File: src/rtl/input_reader.sv
`default_nettype none
// ============================================================================
// Module      : input_reader
// Description : Fetches a delayed sample x[n-k] from a circular input memory.
//               A lag request is turned into one memory read. The read strobe
//               is held until the memory qualifies its data or a timeout
//               expires. Lags that reach past the recorded sample history
//               return zero without touching memory.
// Revision    : 1.0 - initial release
// ============================================================================
module input_reader #(
    parameter int MEM_DEPTH = 256,
    parameter int TIMEOUT   = 4
) (
    input  logic        sClk,
    input  logic        reset,
    input  logic        start,
    input  logic        new_Sample,
    input  logic [7:0]  wr_Ptr,
    input  logic        fetch_Req,
    input  logic [7:0]  fetch_Lag,
    output logic        rd_En,
    output logic [7:0]  rd_Addr,
    input  logic        data_Valid,
    input  logic [15:0] data_In,
    output logic [15:0] sample_Out,
    output logic        sample_Valid,
    output logic        busy,
    output logic        rd_Err
);

    localparam int TW = (TIMEOUT < 2) ? 1 : $clog2(TIMEOUT + 1);
    localparam logic [8:0]    c_CNT_MAX = 9'(MEM_DEPTH);
    localparam logic [TW-1:0] c_TO_LAST = TW'(TIMEOUT - 1);

    typedef enum logic [1:0] {
        S_IDLE  = 2'd0,
        S_ISSUE = 2'd1,
        S_WAIT  = 2'd2,
        S_DONE  = 2'd3
    } state_t;

    state_t          r_state;
    state_t          w_next;
    logic [8:0]      r_sample_cnt;
    logic [TW-1:0]   r_to_cnt;
    logic            w_accept;
    logic            w_skip;
    logic            w_waiting;
    logic            w_timeout;

    // A request is only taken from IDLE; start always wins.
    assign w_accept  = (r_state == S_IDLE) && fetch_Req && !start;
    // Comparison uses the count before any coincident new_Sample increment.
    assign w_skip    = ({1'b0, fetch_Lag} >= r_sample_cnt);
    assign w_waiting = (r_state == S_ISSUE) || (r_state == S_WAIT);
    // Timeout fires on the edge that would start another rd_En cycle past the limit.
    assign w_timeout = w_waiting && !data_Valid && (r_to_cnt == c_TO_LAST);

    assign busy         = w_waiting;
    assign sample_Valid = (r_state == S_DONE);

    // State register.
    always_ff @(posedge sClk or posedge reset) begin
        if (reset) begin
            r_state <= S_IDLE;
        end else begin
            r_state <= w_next;
        end
    end

    // Next-state decision.
    always_comb begin
        w_next = r_state;
        if (start) begin
            w_next = S_IDLE;
        end else begin
            case (r_state)
                S_IDLE: begin
                    if (fetch_Req) begin
                        w_next = w_skip ? S_DONE : S_ISSUE;
                    end
                end
                S_ISSUE, S_WAIT: begin
                    if (data_Valid) begin
                        w_next = S_DONE;
                    end else if (w_timeout) begin
                        w_next = S_IDLE;
                    end else begin
                        w_next = S_WAIT;
                    end
                end
                S_DONE: begin
                    w_next = S_IDLE;
                end
                default: begin
                    w_next = S_IDLE;
                end
            endcase
        end
    end

    // Saturating count of samples written since the stream began.
    always_ff @(posedge sClk or posedge reset) begin
        if (reset) begin
            r_sample_cnt <= '0;
        end else if (start) begin
            r_sample_cnt <= '0;
        end else if (new_Sample && (r_sample_cnt < c_CNT_MAX)) begin
            r_sample_cnt <= r_sample_cnt + 9'd1;
        end
    end

    // Read strobe, address, timeout counter, returned sample and error flag.
    always_ff @(posedge sClk or posedge reset) begin
        if (reset) begin
            rd_En      <= 1'b0;
            rd_Addr    <= '0;
            sample_Out <= '0;
            rd_Err     <= 1'b0;
            r_to_cnt   <= '0;
        end else if (start) begin
            rd_En    <= 1'b0;
            rd_Err   <= 1'b0;
            r_to_cnt <= '0;
        end else if (w_accept) begin
            // Lag wraps modulo 256 regardless of history saturation.
            rd_Addr  <= wr_Ptr - fetch_Lag;
            r_to_cnt <= '0;
            if (w_skip) begin
                sample_Out <= '0;
            end else begin
                rd_En <= 1'b1;
            end
        end else if (w_waiting) begin
            if (data_Valid) begin
                sample_Out <= data_In;
                rd_En      <= 1'b0;
            end else if (w_timeout) begin
                rd_En  <= 1'b0;
                rd_Err <= 1'b1;
            end else begin
                r_to_cnt <= r_to_cnt + TW'(1);
            end
        end
    end

endmodule
`default_nettype wire

File: config.mk
export PLATFORM = sky130hd
export DESIGN_NAME = input_reader
export DESIGN_NICKNAME = d
export VERILOG_FILES = /design/src/rtl/input_reader.sv
export SDC_FILE = /design/constraint.sdc
export NUM_CORES = 1
export LEC_CHECK = 0
export CELL_PAD_IN_SITES_DETAIL_PLACEMENT = 2
export CELL_PAD_IN_SITES_GLOBAL_PLACEMENT = 2
export CORE_MARGIN = 5
export CORE_UTILIZATION = 28
export CTS_CLUSTER_DIAMETER = 30
export DETAILED_ROUTE_END_ITERATION = 8
export PLACE_DENSITY = 0.84
export REMOVE_ABC_BUFFERS = 1
export SYNTH_ARGS = -nofsm -noshare
export SYNTH_HDL_FRONTEND = slang
export SYNTH_SLANG_ARGS = --single-unit
File: constraint.sdc
create_clock -name sClk -period 2.74 [get_ports sClk]
set_clock_uncertainty 0.15 [all_clocks]
set_input_delay 0.274 -clock sClk [delete_from_list [all_inputs] [get_ports sClk]]
set_output_delay 0.274 -clock sClk [all_outputs]
set_load 0.05 [all_outputs]
==> impl_metrics.tcl <==
set metrics [dict create \
    dieArea_um2 10000 \
    rows 32 \
    grt_pass1_wl_mm 11.3 \
    syn_avg_cell_area_um2 9.29 \
    slew_headroom 0.636 \
    powerDensity_nw_per_um2 956 \
    hpwl_mm 5.38 \
    setup_violations 0 \
    fin_util 0.409 \
    ios 66 \
    ctsResizeCount 0 \
    tightest_slew_ps 544 \
    numClockSinks 40 \
    grt_max_degree 41 \
    cts_max_level 2 \
    dr.first_iter.drc_count 31 \
    root_buffer "clkbuf_8" \
    timing.final.crit_share 0.883 \
    clkTransAtPathRegs_ps 80 \
    cts_buffer_depth 2 \
    rsz0062_at_grt "false" \
    postPlaceCellArea_um2 3070 \
    cp_slowest_cell "clkdlybuf4s50_1" \
    worstHoldPathType "input pin to async pin" \
    critPathCaptureType "output port" \
    p_sw_frac 0.462 \
    p_sw_mw 1.41 \
    yosysTopAreaCellShare 0.440 \
    clk_latency_ps 300 \
    die_x_um 100 \
    yosys_register_bits 40 \
    port_buffers 65 \
    initial_core_util 0.292 \
    dp_slack_ps 222 \
    hold_violations 0 \
    cp.buffers_inverters 2 \
    syn_area_um2 2280 \
    vdd.ir_drop.worst_uv 360 \
    path_delay_family "buffers and inverters" \
    core-area_um2 7810 \
    via_count 1994 \
    cts_tree "built" \
    drive_gt1_frac 0.0881 \
    antenna_cells 0 \
    drtAntennaViolNets 0 \
    final_area_um2 3190 \
    status "completed" \
    drc_errors 0 \
    ctsHoldBuffers 0 \
    critPathRequiredTime_ps 2320 \
    finalWirelength_mm 7.00 \
    ys_seq_area_frac 0.440 \
    path_max_fanout 7 \
    nFillCells 877 \
    report.final.slew_viol_count 0 \
    fin_nets 377 \
    die_h_um 100 \
    synth.area.top_cells "dfrtp_1 (44%), ha_1 (12%), nand2_1 (7.6%), o21ai_0 (4.0%), o21ai_2 (3.8%)" \
    fmax_mhz 413 \
    drt-vias-per-instance 4.75 \
    cts_setup_buffers 0 \
    min_period_ps 2420 \
    grt_pass1_vias 2276 \
    pwr-share-clk 0.170 \
    maxCapViolCount 0 \
    gp_congestion 0.746 \
    setup-tns-final_ps 0 \
    cts_made_buffers 5 \
    yosysTopAreaCell "dfrtp_1" \
    grt_usage 0.143 \
    crit_type "register to output port" \
    synth_cell_types 38 \
    yosysWarnings 0 \
    routedWlPerCell_um 16.7 \
    gr-total-overflow 0 \
    p_leak_nw 1.43 \
    p_total_mw 3.05 \
    grt_antenna_before_repair 0 \
    fin_ws_ps 320 \
    cp_data_arrival_time_ps 2000 \
    first_pass_iters 4 \
    synth_cells 245 \
    max_stage_delay_ps 850 \
    critPathLaunchType "register" \
    power_frac_comb 0.536 \
    area_growth_pct 40.2 \
    crit_path_cell_trace "inv_1 -> ha_1 -> clkdlybuf4s50_1" \
    intPower_mw 1.64 \
    seq_power_share 0.294 \
]
-- Yosys cell counts --
cell and n:
a21o_1 6, o211ai_1 1, o21a_1 3, inv_1 23, xnor2_1 9, a221o_1 1
nand2b_1 3, a211oi_1 2, nand3_1 2, ha_1 21, nand4_1 3, a31o_2 1
o21ai_0 18, o311a_1 1, nand2_1 46, a21oi_1 8, clkbuf_1 5, nor3_1 3
and4_1 1, o31a_1 1, nor2b_1 2, o21ai_2 10, and2b_1 1, nor3_2 1
or2_2 1, and3_1 3, a31oi_1 1, or3_1 1, mux2i_1 1, o31ai_1 1
buf_6 1, a41oi_2 1, nor2_1 17, fa_1 1, dfrtp_1 40, nand3b_1 1
xor2_1 3, o32ai_1 1
-- final cells by class --
cell class	count	area, um^2	share of cell area
tap	102	128	0.0400
multi-input combinational	176	1160	0.363
sequential	40	1000	0.314
timing repair buffer	71	696	0.218
inverter	23	86.3	0.0271
clock buffer	6	82.6	0.0259
clock inverter	2	38.8	0.0122
-- path summary, 6_finish.rpt --
path | from | endpoint | slack (ps) | depth (start not counted)
setup / recovery | r_state[1]$_DFFE_PP0P_ | busy | 320 | 3
hold / removal | reset | sample_Out[3]$_DFFE_PP0P_ | 280 | 3
setup reg to reg | r_sample_cnt[4]$_DFFE_PP0P_ | sample_Out[15]$_DFFE_PP0P_ | 520 | 8
hold reg to reg | rd_Addr[5]$_DFFE_PP0P_ | rd_Addr[5]$_DFFE_PP0P_ | 340 | 2
max in group asynchronous | reset | r_sample_cnt[4]$_DFFE_PP0P_ | 1800 | 3
min in group sClk | rd_Addr[5]$_DFFE_PP0P_ | rd_Addr[5]$_DFFE_PP0P_ | 340 | 2
-- worst register-to-register path, stage by stage, from the launching register on --
cell and delay [ps]:
dfrtp_1 410, inv_1 130, ha_1 270, a21o_1 170, a221o_1 330, a41oi_2 250
nor3_2 60, buf_4 220, o21ai_0 170
-- cells by family (layout without fill, tap and decap cells) --
| logic type | Yosys count | in the layout | share of synthesized area |
|---|---|---|---|
| buffers and inverters | 29 | 102 | 0.0511 |
| adder cells (fa/ha/maj) | 22 | 22 | 0.124 |
| flip-flops | 40 | 40 | 0.440 |
| AND/OR/NAND/NOR | 85 | 85 | 0.165 |
| multiplexers | 1 | 1 | 0.00440 |
| XOR/XNOR | 12 | 12 | 0.0462 |
| AO/OA/AOI/OAI | 56 | 56 | 0.169 |
-- power by group through the flow --
| stage | Combinational (mW) | Sequential [mW] | Clock (mW) |
|---|---|---|---|
| final | 1.63 | 0.896 | 0.519 |
| after detailed placement | 1.65 | 0.913 | 0 |
| after floorplan | 0.455 | 1.50 | 0 |
| after global placement | 1.61 | 0.899 | 0 |
| after CTS | 1.66 | 0.901 | 0.534 |
| after global routing | 1.73 | 0.923 | 0.560 |
-- metrics by stage --
stage / hold WS (ps) / instances
2_1_floorplan: 187 / 239
3_3_place_gp: 314 / 412
3_5_place_dp: 321 / 412
4_1_cts: 306 / 420
5_1_grt: 328 / 420
6_report: 279 / 420
-- placed cells by master (no fill, tap or decap), types with 2 or more instances in the layout --
cell type,count
nor2_1,17
nand3_1,2
nor2b_1,2
a21o_1,6
clkbuf_8,6
inv_1,23
and3_1,3
xor2_1,3
nand2_1,46
dfrtp_1,40
o21ai_0,18
clkdlybuf4s50_1,65
nor3_1,3
a21oi_1,8
xnor2_1,9
buf_4,6
ha_1,21
o21a_1,3
a211oi_1,2
nand4_1,3
nand2b_1,3
o21ai_2,10
-- state kept, by name, indices dropped and copies added, names as in the netlist --
register / count
rd_En: 1
rd_Addr: 8
r_state: 2
rd_Err: 1
sample_Out: 16
r_sample_cnt: 9
r_to_cnt: 3
-- per-layer routing --
metal	track usage	wire, um	vias up
met3	0.0306	283	8
met2	0.264	3620	36
met1	0.168	3010	984
li1	-	-	966
met5	0	0	-
met4	0.0363	85	0
Note: power is estimated with default switching activity, not from simulation.
==> edit, RTL diff (same settings) <==
Re-encode `state_t` (4 states) as Gray code, 2 bits wide.
--- a/src/rtl/input_reader.sv
+++ b/src/rtl/input_reader.sv
@@ -36,6 +36,6 @@
     typedef enum logic [1:0] {
-        S_IDLE  = 2'd0,
-        S_ISSUE = 2'd1,
-        S_WAIT  = 2'd2,
-        S_DONE  = 2'd3
+        S_IDLE  = 2'b00,
+        S_ISSUE = 2'b01,
+        S_WAIT  = 2'b11,
+        S_DONE  = 2'b10
     } state_t;
Formal check against the unedited RTL: no difference found for any inputs over 10 cycles, from zero or initial values and one cycle with reset high; not proved beyond that.
==> edit against the original RTL <==
Non-clock buffer count down 4. Worst setup slack better by 160 ps. Synthesized area down 2.5%. Utilization down 1.3 points. Count of clock-buffer cells in the layout unchanged. Synthesized cell count up 0.41%. Hold slack worse by 15 ps. Routed wire length down 4.9%. Cell count down 1.7%. Sequential cell count unchanged. Cell area down 4.2%. Critical path type unchanged. Largest cell class unchanged.
Power is not compared: it rests on default switching activity, and its combinational part moved more than twofold at a synthesized area within 25%.
==> edit: results (changes against the original RTL) <==
metric	value	unit	change
status	finished clean		unchanged
post_cts_resized	0		unchanged
path_delay_family	buffers and inverters		unchanged
seq_area_frac_synth	45.12	%	was 43.98%
drt_first_pass_iters	3		was 4
grt_first_pass_wirelength	10.92	mm	was 11.32 mm
min_period	2258	ps	was 2420 ps
ys.flop_type	dfrtp_1		unchanged
r2r_setup_slack	650	ps	was 520 ps
synth_area_per_cell	9.018	um2	was 9.290 um2
post_cts_buffers	0		unchanged
place_congestion	0.7493		was 0.7457
placed_cells_incl_taps	405		was 412
ir_worst_vdd	0.1454	mV	
grt_pass1_vias	2169		was 2,276
synth_cell_types	42		was 38
antenna_found_initial	0		unchanged
min_path_type	input pin to async pin		unchanged
dpl_cell_area	0.002959	mm2	was 0.003069 mm2
clkSlewWorstSetupHoldPaths	90	ps	
cp_slowest_stage_delay	800	ps	was 850 ps
cts_buffers	5		unchanged
slowest_stage	clkdlybuf4s50_1		unchanged
fin_nets	367		was 377
drive_gt1_share	5.145	%	was 8.805%
first_iter_violations	41		was 31
cts_buffer_depth	2		unchanged
vias	1904		was 1,994
worstMarginPinSlew	1081	ps	was 543.6 ps
synthTopCellsByCount	nand2_1, dfrtp_1, o21ai_0		was nand2_1, dfrtp_1, inv_1
reg_top3	sample_Out x16, r_sample_cnt x9, rd_Addr x8		unchanged
dp_hpwl	5.127	mm	was 5.383 mm
antenna-diode-count	0		unchanged
portBuffers	65		unchanged
wirelength	6.652	mm	was 6.997 mm
hold_ws	264.2	ps	was 279.3 ps
wl_per_cell	16.11	um	was 16.66 um
p_leak	1.292	nW	
netlist_top_cells_area	dfrtp_1, ha_1, nand2_1		unchanged
cp.arrival	1830	ps	was 2000 ps
async_flop_share	100.0	%	unchanged
crit_fanout	8		was 7
pre_cts_ws	289.3	ps	was 221.9 ps
track_usage	14.12	%	was 14.35%
-- edit: where the power goes --
part / switching [mW] / total [mW] / leakage [nW] / internal (mW)
registers: 0.0388 / 0.689 / 0.539 / 0.651
clock network: 0.234 / 0.438 / 0.0434 / 0.204
logic: 0.359 / 0.573 / 0.710 / 0.215
-- edit: logic make-up after synthesis --
kind of cell | after synthesis | synth area share [%]
AOI/OAI and AO/OA | 53 | 13.37
xor gates and xnor gates | 11 | 4.343
adders and majority gates | 19 | 11.05
buffers and inverters | 30 | 5.753
DFF | 40 | 45.12
muxes | 1 | 0.4512
and+or+nand+nor | 92 | 19.91
-- edit: layout make-up --
class,instances,area [um2]
inverter,20,75.07
clock inverter,2,15.01
clock buffer,6,82.58
fill,844,4671
sequential,40,1001
timing repair buffer,67,665.6
multi-input combinational,176,1090
tap,102,127.6
-- edit: worst paths after layout --
check / from / end / cells after the start
setup / recovery: r_state[0] / sample_Valid / 2
hold / removal: reset / rd_Addr[0] / 3
setup reg to reg: r_sample_cnt[6] / sample_Out[2] / 7
hold reg to reg: rd_Addr[5] / rd_Addr[5] / 2
max in group asynchronous: reset / r_to_cnt[2] / 3
min in group sClk: rd_Addr[5] / rd_Addr[5] / 2
-- edit: layer usage --
layer / part of all wire, % / wire length (um) / global-route usage (%) / vias to the layer above
li1: - / - / - / 947
met1: 43 / 2859 / 16.48 / 918
met2: 52 / 3441 / 25.98 / 33
met3: 4.0 / 263 / 2.760 / 6
met4: 1.3 / 87 / 4.097 / 0
met5: 0 / 0 / 0 / -
-- edit: worst register-to-register path: stages, from the launching register on --
cell      delay [ps]
dfrtp_1          400
inv_1             90
ha_1             310
a211oi_1          80
o32ai_1          330
a21oi_2          120
nor2_4           320
o21ai_0          170
